===== config.mk =====
export PLATFORM = sky130hd
export DESIGN_NAME = rv_iommu_hpm_evt_sched_flat
export DESIGN_NICKNAME = d
export VERILOG_FILES = /design/src/rtl/rv_iommu_hpm_evt_sched_pkg.sv /design/src/rtl/rv_iommu_hpm_evt_sched_if.sv /design/src/rtl/rv_iommu_hpm_evt_fifo.sv /design/src/rtl/rv_iommu_hpm_evt_sched.sv /design/src/flat_wrapper.sv
export SDC_FILE = /design/constraint.sdc
export NUM_CORES = 1
export LEC_CHECK = 0
export BUFFER_PORTS_ARGS = -buffer_cell sky130_fd_sc_hd__clkbuf_2
export CAP_MARGIN = 20
export CORE_AREA = 2 2 162 164
export CTS_BUF_LIST = sky130_fd_sc_hd__clkbuf_2
export DETAILED_ROUTE_END_ITERATION = 16
export DIE_AREA = 0 0 164 166
export GPL_ROUTABILITY_DRIVEN = 0
export PLACE_DENSITY = 0.83
export SYNTH_ARGS = -nofsm -noshare
export SYNTH_HDL_FRONTEND = slang
export SYNTH_SLANG_ARGS = --single-unit

===== constraint.sdc =====
create_clock -name clk_i -period 5.3 [get_ports clk_i]
set_input_delay 0.795 -clock clk_i [delete_from_list [all_inputs] [get_ports clk_i]]
set_output_delay 0.795 -clock clk_i [all_outputs]
set_load 0.03 [all_outputs]

===== src/rtl/rv_iommu_hpm_evt_sched_pkg.sv =====
// Shared types for the HPM event scheduler: event indices and the queued entry layout.
package rv_iommu_hpm_evt_sched_pkg;

  localparam int unsigned HPM_N_EVT = 6;

  typedef enum logic [2:0] {
    UT_REQ     = 3'd0,
    IOTLB_MISS = 3'd1,
    DDTW       = 3'd2,
    PDTW       = 3'd3,
    S1_PTW     = 3'd4,
    S2_PTW     = 3'd5
  } hpm_evt_idx_e;

  typedef struct packed {
    logic [HPM_N_EVT-1:0] mask;
    logic [23:0]          did;
    logic [19:0]          pid;
    logic [19:0]          pscid;
    logic [15:0]          gscid;
    logic                 pid_v;
  } hpm_evt_entry_t;

endpackage


===== src/rtl/rv_iommu_hpm_evt_sched_if.sv =====
// Valid/ready stream carrying one scheduled event entry to the HPM match/increment logic.
interface rv_iommu_hpm_evt_sched_if;
  import rv_iommu_hpm_evt_sched_pkg::*;

  logic                 valid;
  logic                 ready;
  logic [HPM_N_EVT-1:0] mask;
  logic [23:0]          did;
  logic [19:0]          pid;
  logic [19:0]          pscid;
  logic [15:0]          gscid;
  logic                 pid_v;

  modport master (output valid, mask, did, pid, pscid, gscid, pid_v, input ready);
  modport slave  (input valid, mask, did, pid, pscid, gscid, pid_v, output ready);

endinterface


===== src/rtl/rv_iommu_hpm_evt_fifo.sv =====
// In-order queue of event entries with synchronous reset, flush and an occupancy output.
module rv_iommu_hpm_evt_fifo
  import rv_iommu_hpm_evt_sched_pkg::*;
#(
  parameter  int unsigned DEPTH = 4,
  localparam int unsigned PtrW  = $clog2(DEPTH),
  localparam int unsigned LvlW  = $clog2(DEPTH + 1)
) (
  input  logic           clk_i,
  input  logic           rst_i,
  input  logic           flush_i,
  input  logic           push_i,
  input  logic           pop_i,
  input  hpm_evt_entry_t wdata_i,
  output hpm_evt_entry_t rdata_o,
  output logic [LvlW-1:0] level_o,
  output logic           full_o,
  output logic           empty_o
);

  hpm_evt_entry_t  mem_q [DEPTH];
  logic [PtrW-1:0] wr_ptr_q, rd_ptr_q;
  logic [LvlW-1:0] cnt_q;

  // Caller guarantees no push when full without a pop, and no pop when empty.
  always_ff @(posedge clk_i) begin
    if (rst_i || flush_i) begin
      wr_ptr_q <= '0;
      rd_ptr_q <= '0;
      cnt_q    <= '0;
    end else begin
      if (push_i) begin
        mem_q[wr_ptr_q] <= wdata_i;
        wr_ptr_q        <= wr_ptr_q + 1'b1;
      end
      if (pop_i) begin
        rd_ptr_q <= rd_ptr_q + 1'b1;
      end
      unique case ({push_i, pop_i})
        2'b10:   cnt_q <= cnt_q + 1'b1;
        2'b01:   cnt_q <= cnt_q - 1'b1;
        default: cnt_q <= cnt_q;
      endcase
    end
  end

  assign rdata_o = mem_q[rd_ptr_q];
  assign level_o = cnt_q;
  assign full_o  = (cnt_q == LvlW'(DEPTH));
  assign empty_o = (cnt_q == '0);

endmodule


===== src/rtl/rv_iommu_hpm_evt_sched.sv =====
// Edge-detects translation events, snapshots their IDs into queued entries and accounts for drops.
module rv_iommu_hpm_evt_sched
  import rv_iommu_hpm_evt_sched_pkg::*;
#(
  parameter  int unsigned DEPTH      = 4,
  parameter  int unsigned DROP_CNT_W = 16,
  localparam int unsigned LvlW       = $clog2(DEPTH + 1)
) (
  input  logic                  clk_i,
  input  logic                  rst_i,
  input  logic                  enable_i,
  input  logic                  tr_request_i,
  input  logic                  iotlb_miss_i,
  input  logic                  ddt_walk_i,
  input  logic                  pdt_walk_i,
  input  logic                  s1_ptw_i,
  input  logic                  s2_ptw_i,
  input  logic [23:0]           did_i,
  input  logic [19:0]           pid_i,
  input  logic [19:0]           pscid_i,
  input  logic [15:0]           gscid_i,
  input  logic                  pid_v_i,
  rv_iommu_hpm_evt_sched_if.master evt,
  output logic [LvlW-1:0]       level_o,
  output logic                  drop_o,
  output logic [DROP_CNT_W-1:0] drop_cnt_o,
  input  logic                  clr_drop_i
);

  logic [HPM_N_EVT-1:0]  ev_vec, prev_q, rise;
  logic                  push, pop, fifo_push, drop_d, drop_q;
  logic                  full, empty;
  logic [DROP_CNT_W-1:0] drop_cnt_d, drop_cnt_q;
  hpm_evt_entry_t        wdata, head;

  always_comb begin
    ev_vec                   = '0;
    ev_vec[int'(UT_REQ)]     = tr_request_i;
    ev_vec[int'(IOTLB_MISS)] = iotlb_miss_i;
    ev_vec[int'(DDTW)]       = ddt_walk_i;
    ev_vec[int'(PDTW)]       = pdt_walk_i;
    ev_vec[int'(S1_PTW)]     = s1_ptw_i;
    ev_vec[int'(S2_PTW)]     = s2_ptw_i;
  end

  assign rise      = ev_vec & ~prev_q;
  assign push      = enable_i & (|rise);
  assign pop       = evt.valid & evt.ready;
  assign fifo_push = push & (~full | pop);
  assign drop_d    = push & full & ~pop;

  assign wdata = '{mask: rise, did: did_i, pid: pid_i, pscid: pscid_i, gscid: gscid_i,
                   pid_v: pid_v_i};

  rv_iommu_hpm_evt_fifo #(
    .DEPTH (DEPTH)
  ) u_fifo (
    .clk_i   (clk_i),
    .rst_i   (rst_i),
    .flush_i (~enable_i),
    .push_i  (fifo_push),
    .pop_i   (pop),
    .wdata_i (wdata),
    .rdata_o (head),
    .level_o (level_o),
    .full_o  (full),
    .empty_o (empty)
  );

  // Clear wins over increment, but a drop in the clearing cycle still counts.
  always_comb begin
    drop_cnt_d = drop_cnt_q;
    if (clr_drop_i) begin
      drop_cnt_d = DROP_CNT_W'(drop_d);
    end else if (drop_d && (drop_cnt_q != '1)) begin
      drop_cnt_d = drop_cnt_q + 1'b1;
    end
  end

  always_ff @(posedge clk_i) begin
    if (rst_i) begin
      prev_q     <= '0;
      drop_q     <= 1'b0;
      drop_cnt_q <= '0;
    end else begin
      prev_q     <= ev_vec;
      drop_q     <= drop_d;
      drop_cnt_q <= drop_cnt_d;
    end
  end

  // Head fields read as zero while the queue is empty so idle outputs are clean.
  assign evt.valid  = ~empty;
  assign evt.mask   = empty ? '0 : head.mask;
  assign evt.did    = empty ? '0 : head.did;
  assign evt.pid    = empty ? '0 : head.pid;
  assign evt.pscid  = empty ? '0 : head.pscid;
  assign evt.gscid  = empty ? '0 : head.gscid;
  assign evt.pid_v  = empty ? 1'b0 : head.pid_v;
  assign drop_o     = drop_q;
  assign drop_cnt_o = drop_cnt_q;

endmodule


===== src/flat_wrapper.sv =====
// flat-port wrapper written by rule: the top's interface ports become plain ports
module rv_iommu_hpm_evt_sched_flat import rv_iommu_hpm_evt_sched_pkg::*;
#(
  parameter  int unsigned DEPTH      = 4,
  parameter  int unsigned DROP_CNT_W = 16,
  localparam int unsigned LvlW       = $clog2(DEPTH + 1)
)
  (clk_i, rst_i, enable_i, tr_request_i, iotlb_miss_i, ddt_walk_i, pdt_walk_i, s1_ptw_i, s2_ptw_i, did_i, pid_i, pscid_i, gscid_i, pid_v_i, level_o, drop_o, drop_cnt_o, clr_drop_i, evt_valid, evt_mask, evt_did, evt_pid, evt_pscid, evt_gscid, evt_pid_v, evt_ready);
  rv_iommu_hpm_evt_sched_if evt_i ();
  input  logic clk_i;
  input  logic rst_i;
  input  logic enable_i;
  input  logic tr_request_i;
  input  logic iotlb_miss_i;
  input  logic ddt_walk_i;
  input  logic pdt_walk_i;
  input  logic s1_ptw_i;
  input  logic s2_ptw_i;
  input  logic [23:0] did_i;
  input  logic [19:0] pid_i;
  input  logic [19:0] pscid_i;
  input  logic [15:0] gscid_i;
  input  logic pid_v_i;
  output logic [LvlW-1:0] level_o;
  output logic drop_o;
  output logic [DROP_CNT_W-1:0] drop_cnt_o;
  input  logic clr_drop_i;
  output wire logic [$bits(evt_i.valid)-1:0] evt_valid;
  output wire logic [$bits(evt_i.mask)-1:0] evt_mask;
  output wire logic [$bits(evt_i.did)-1:0] evt_did;
  output wire logic [$bits(evt_i.pid)-1:0] evt_pid;
  output wire logic [$bits(evt_i.pscid)-1:0] evt_pscid;
  output wire logic [$bits(evt_i.gscid)-1:0] evt_gscid;
  output wire logic [$bits(evt_i.pid_v)-1:0] evt_pid_v;
  input wire logic [$bits(evt_i.ready)-1:0] evt_ready;
  assign evt_valid = evt_i.valid;
  assign evt_mask = evt_i.mask;
  assign evt_did = evt_i.did;
  assign evt_pid = evt_i.pid;
  assign evt_pscid = evt_i.pscid;
  assign evt_gscid = evt_i.gscid;
  assign evt_pid_v = evt_i.pid_v;
  assign evt_i.ready = evt_ready;
  rv_iommu_hpm_evt_sched #(.DEPTH(DEPTH), .DROP_CNT_W(DROP_CNT_W)) u_core (.clk_i(clk_i), .rst_i(rst_i), .enable_i(enable_i), .tr_request_i(tr_request_i), .iotlb_miss_i(iotlb_miss_i), .ddt_walk_i(ddt_walk_i), .pdt_walk_i(pdt_walk_i), .s1_ptw_i(s1_ptw_i), .s2_ptw_i(s2_ptw_i), .did_i(did_i), .pid_i(pid_i), .pscid_i(pscid_i), .gscid_i(gscid_i), .pid_v_i(pid_v_i), .evt(evt_i), .level_o(level_o), .drop_o(drop_o), .drop_cnt_o(drop_cnt_o), .clr_drop_i(clr_drop_i));
endmodule

==> results.md, run 1 <==
- Outcome: finished, final reports clean
- Worst R2R Path Depth: 5
- Final #Nets: 1110
- Clock Tree Root: clkbuf_2
- Top FF cell, synth: edfxtp_1
- VDD IR max: 121.4 uV
- Inst Count DP: 1256
- First-pass GRT wire length: 45250 um
- Final setup violation count: 0
- Max-Cap Viols: 0
- Post-CTS setup buffers: 0
- Post-route setup TNS: 0 ps
- H-tree level count: 3
- Drt first-iter violations: 573
- Synth top area cells: edfxtp_1, mux4_2, dfxtp_1
- Clk pin slew, worst setup/hold paths: 110 ps
- Layout cells sized above 1: 41.73%
- CP Cell Sequence: buf_4 > mux4_2 > and2_1 > clkbuf_2
- Power Density: 330.8 nW/um2
- Commonest non-fill, non-tap cell in the layout: edfxtp_1
- CP required: 4510 ps
- Chip width: 164 um
- Slowest stage cell, crit path: dfxtp_4
- Post-Syn Area: 14800 um2
- CORE AREA: 25620 um2
- Average wire per standard cell: 20.78 um
- Fin cells: 1400
- Worst-Skew Late Latency: 890 ps
- Crit Path Category: register to output port
- Vias: 8001
- DR vias/cell: 5.715
- Seq/Total Area, Yosys: 74.92%
- Lkg Pwr: 5.929 nW
- Critical path buffer and inverter count: 2
- Yosys top cell by area: edfxtp_1
- Tcrit/Tclk final: 74.46%
- Post-Place Worst Slack: 1885 ps
- Number of global-route vias before repair: 8272
- Rows: 59
- Syn Nets: 842
- Final hold vios: 0
- Setup crit start kind: register
- Antenna violations before repair: 2
- Clock tree sinks: 380
- Post-detail-place hpwl: 17920 um
- Fmax: 253.4 MHz
- Die Ht: 166 um
- Slew Viols, Final: 0
- Worst-path fanout max: 43
- CTS buffer count: 89
- Max_slew headroom: 34.03%
- DRC: 0
- Grt ovf: 0
- Die ar.: 27220 um2
- Hold_buf cts: 0
- Final WS setup: 1354 ps
- Synth warnings: 0
- # fillers: 1751
- DRT antenna net count: 0
- Post-Syn Instances: 744
- Total GRT Usage: 21.90%
- Hold Path Depth: 1
- Time the worst path needs with I/O delays and setup: 3946 ps
- CP top delay family: flip-flops
- Avg Cell Area, Syn: 19.90 um2
- TritonRoute pass-1 iters: 5
- CTS tree: yes
- Post-cts sizing count: 0
- WP data arrival: 3150 ps
- Setup crit end kind: output port
- Number of synthesized flops with an enable pin: 348
- Yosys cell types: 52
- P&R area growth vs syn: 14.69%
- Skew final: 58.70 ps
- Async S/R FF share, synth: 0%
- Initial Util: 57.79%
- Synthesized flop and latch total: 380
- Worst-margin pin slew: 989.6 ps
- IO Count: 200
- PortBufs: 199
- WP depth: 4
- Most frequent cells in the layout: edfxtp_1, clkbuf_2, mux4_2, and2_1, dfxtp_1
- Share of the synthesized area in the top cell type: 70.59%
- Max Root-Sink Buffers: 3
- HP Class: input pin to register
- Unrepaired setup endpoints after global routing: false
- Largest net degree at the start of global routing: 90
- CP max stage delay: 960 ps
- Total Power: 5.616 mW
- Final wirelength: 29090 um
-- synthesized netlist by cell type (5+ instances only) --
master,count
ha_1,5
mux4_2,87
inv_1,10
nand2_1,13
nand3_1,8
buf_2,10
or4_1,5
dfxtp_1,32
and2_1,91
nand4_1,5
o41ai_1,8
edfxtp_1,348
clkbuf_1,23
o21ai_0,8
a21oi_1,15
nor2b_1,7
nor2_1,14
-- kinds of logic after synthesis --
| family | Yosys count | synth area share (%) |
|---|---|---|
| compound gates | 50 | 2.417 |
| xor+xnor | 3 | 0.1775 |
| fa+ha+maj | 6 | 0.5579 |
| buf+inv | 45 | 1.259 |
| flops | 380 | 74.92 |
| mux | 88 | 13.30 |
| simple gates | 172 | 7.362 |
-- stage by stage --
step                hold WS [ps]  utilization [%]  cell area (um2)
detailed placement         511.4            63.23            16200
CTS                        27.27            66.27            16980
floorplan                  484.7                -            14800
global route               59.08            66.28            16980
global placement           500.2            63.23            16200
finish                     122.4            66.28            16980
-- state kept, by name, indices dropped and copies added, names as in the netlist, named ones only --
signal and flops:
u_core.drop_o 1, u_core.u_fifo.mem_q 348, u_core.u_fifo.level_o 3, u_core.u_fifo.rd_ptr_q 2
u_core.drop_cnt_o 16, u_core.u_fifo.wr_ptr_q 2, u_core.prev_q 6
-- final timing paths --
path | startpoint | endpoint | slack (ps)
min reg2reg | u_core.drop_cnt_o[5] | u_core.drop_cnt_o[5] | 530
max reg2reg | u_core.prev_q[2] | u_core.u_fifo.mem_q[0][57] | 2460
max | register | evt_did[10] | 1350
min | did_i[23] | u_core.u_fifo.mem_q[2][80] | 120
-- per-layer routing --
layer / vias up / global-route usage [%] / routed length, um
li1: 3590 / - / -
met1: 4028 / 28.96 / 11250
met2: 320 / 35.97 / 14970
met3: 61 / 4.845 / 2124
met4: 2 / 8.391 / 724
met5: - / 0 / 13
-- cell type report --
cell class	count	area, um2	area share [%]
Multi-Input combinational cell	319	3536	20.83
Inverter	10	37.54	0.2211
Clock inverter	29	207.7	1.223
Antenna cell	1	2.502	0.01474
Timing Repair Buffer	212	1106	6.515
Sequential cell	380	11100	65.37
Tap cell	335	419.2	2.469
Clock buffer	114	570.5	3.361
-- where the power goes --
part,switching (mW),total [mW],internal (mW)
Combinational,0.298,0.457,0.159
Clock,1.08,1.81,0.735
Sequential,0.0227,3.34,3.32
Total,1.40,5.62,4.22
No activity file was read; power rests on OpenSTA's default activity.
==> inputs of run 2 (changes only) <==
ABC_AREA = 1   (was default)
PLACE_DENSITY = 0.85   (was 0.83)
clock period = 4.14 ns   (was 5.3 ns; I/O delays follow)
==> results.md, run 2 <==
- Outcome: finished, final reports clean
- TritonRoute pass-1 iters: 6
- Max-Cap Viols: 0
- H-tree level count: 3
- Switching power total: 1.938 mW
- Slowest stage cell, crit path: dfxtp_4
- Sequential Power Share: 57.2%
- Setup crit end kind: output port
- Hold_buf cts: 89
- CP max stage delay: 660 ps
- Lkg Pwr: 6.926 nW
- Most flops, register: u_core.u_fifo.mem_q
- IO Count: 200
- Share of the synthesized area in the top cell type: 69.06%
- Avg Cell Area, Syn: 11.82 um2
- Die ar.: 27220 um2
- Tcrit/Tclk final: 89.07%
- Yosys top cell by area: edfxtp_1
- Setup crit end: evt_pid[0]
- Post-cts sizing count: 0
- Synth top area cells: edfxtp_1, nor2_1, o21ai_0
- Fin cells: 2007
- CORE AREA: 25620 um2
- Commonest non-fill, non-tap cell in the layout: nor2_1
- Time the worst path needs with I/O delays and setup: 3687 ps
- Clock Tree Root: clkbuf_2
- DR vias/cell: 5.446
- Setup crit start kind: register
- Max Root-Sink Buffers: 3
- Most common cell in the netlist: nor2_1
- Rows: 59
- # fillers: 1706
- Placement Cell Area: 16410 um2
- Final setup violation count: 0
- Post-Syn Instances: 1280
- FF-to-FF Start: u_core.prev_q[3]
- P&R area growth vs syn: 20.15%
- Most frequent cells after synthesis: nor2_1, edfxtp_1, o21ai_0, a21oi_1, nand2_1
- Average wire per standard cell: 17.18 um
- Grt ovf: 0
- PortBufs: 199
- Design Area, Final: 18180 um2
- CP required: 3520 ps
- Max reg flops: 348
- Most frequent cells in the layout: nor2_1, edfxtp_1, clkbuf_2, o21ai_0, a21oi_1
- Worst-margin pin slew: 1001 ps
- Cell-internal power: 5.558 mW
- DRC: 0
- Worst-Skew Late Latency: 890 ps
- Post-CTS setup buffers: 0
- HP Class: input pin to register
- CTS tree: yes
- Worst R2R Path Depth: 8
- Synthesized flop and latch total: 380
- DRT antenna net count: 0
- Final hold vios: 0
- Final #Nets: 1701
- Number of global-route vias before repair: 11140
- Number of synthesized flops with an enable pin: 348
- Seq/Total Area, Yosys: 73.29%
- Post-route setup TNS: 0 ps
- Slew Viols, Final: 0
- CP Cell Sequence: buf_4 > nor2_1 > nor2_1 > o21ai_0 > a21oi_1 > clkbuf_2
- Clock share of power: 33.9%
- Worst-path fanout max: 70
- Syn Nets: 1378
- Antenna violations before repair: 2
- Synth warnings: 0
- Yosys cell types: 30
- Clock tree sinks: 380
- Async S/R FF share, synth: 0%
- Clk pin slew, worst setup/hold paths: 100 ps
- Top FF cell, synth: edfxtp_1
- Drt first-iter violations: 1071
- Max_slew headroom: 33.29%
- Post-Syn Area: 15130 um2
- Largest net degree at the start of global routing: 79
- Vias: 10930
- Crit Path Category: register to output port
- Hold Startpoint: rst_i
- Total GRT Usage: 25.04%
- Skew final: 73.66 ps
- Inst Count DP: 1759
- First-pass GRT wire length: 53190 um
- Initial Util: 59.07%
- WP data arrival: 3070 ps
- RR Endpoint: u_core.u_fifo.mem_q[2][52]
- R2R setup slack: 1710 ps
- Layout cells sized above 1: 23.11%
- Net Sw Frac: 25.86%
- Power Density: 412.3 nW/um2
- Chip width: 164 um
- Fmax: 271.2 MHz
- Final wirelength: 34490 um
- CTS buffer count: 88
- Post-detail-place hpwl: 17760 um
- Die Ht: 166 um
- Unrepaired setup endpoints after global routing: false
- VDD IR max: 256.9 uV
- Comb pwr share: 9.0%
- Crit path top cell by count: nor2_1
-- run 2: final cells by class --
class	count	area, um2	share of cell area (%)
inverter	52	201.4	1.108
sequential	380	11100	61.04
clock buffer	130	650.6	3.579
antenna	2	5.005	0.02753
tap	335	419.2	2.305
clock inverter	27	225.2	1.239
multi-input combinational	777	3550	19.52
timing repair buffer	304	2032	11.18
-- run 2: logic make-up (layout without fill, tap and decap cells) --
logic type,Yosys count,in the layout,share of synthesized area (%)
other cells,0,2,0
xor+xnor,11,11,0.6367
buf+inv,123,513,3.448
compound gates,290,290,9.856
flops,380,380,73.29
simple gates,470,470,12.22
fa+ha+maj,6,6,0.5457
-- run 2: per-layer routing --
layer | vias to the layer above | global-route usage [%] | wire length [um]
met4 | 0 | 13.23 | 1146
met5 | - | 0 | 0
met2 | 541 | 43.59 | 17720
met3 | 88 | 4.995 | 2568
met1 | 5142 | 29.17 | 13050
li1 | 5160 | - | -
-- run 2: worst min path at each step --
stage	slack [ps]	end	cells after the start
global route	60	u_core.prev_q[1]	2
floorplan	440	register	2
finish	90	u_core.prev_q[1]	2
detailed placement	460	register	2
CTS	5	u_core.drop_cnt_o[1]	4
global placement	450	register	2
-- run 2: worst max-delay path: cells and delay by family (launching register included) --
family / cells / cell delay [ps]
AO/OA/AOI/OAI: 2 / 360
buffers and inverters: 2 / 920
AND/OR/NAND/NOR: 2 / 220
flip-flops: 1 / 660
-- run 2: stage by stage --
stage	hold slack (ps)	setup WS (ps)	power, mW	util (%)
2_1_floorplan	435.6	-1095	4.746	-
3_3_place_gp	453.1	1387	4.948	64.06
3_5_place_dp	455.2	1357	4.967	64.06
4_1_cts	5.224	381.9	7.507	70.96
5_1_grt	59.63	156.6	7.792	70.98
6_report	93.96	452.6	7.497	70.98
-- run 2: power groups by stage --
stage	Sequential, mW	Clock [mW]	Combinational (mW)
CTS	4.28	2.56	0.667
global placement	4.37	0	0.581
floorplan	4.38	0	0.368
global route	4.29	2.77	0.726
finish	4.29	2.54	0.674
detailed placement	4.37	0	0.596
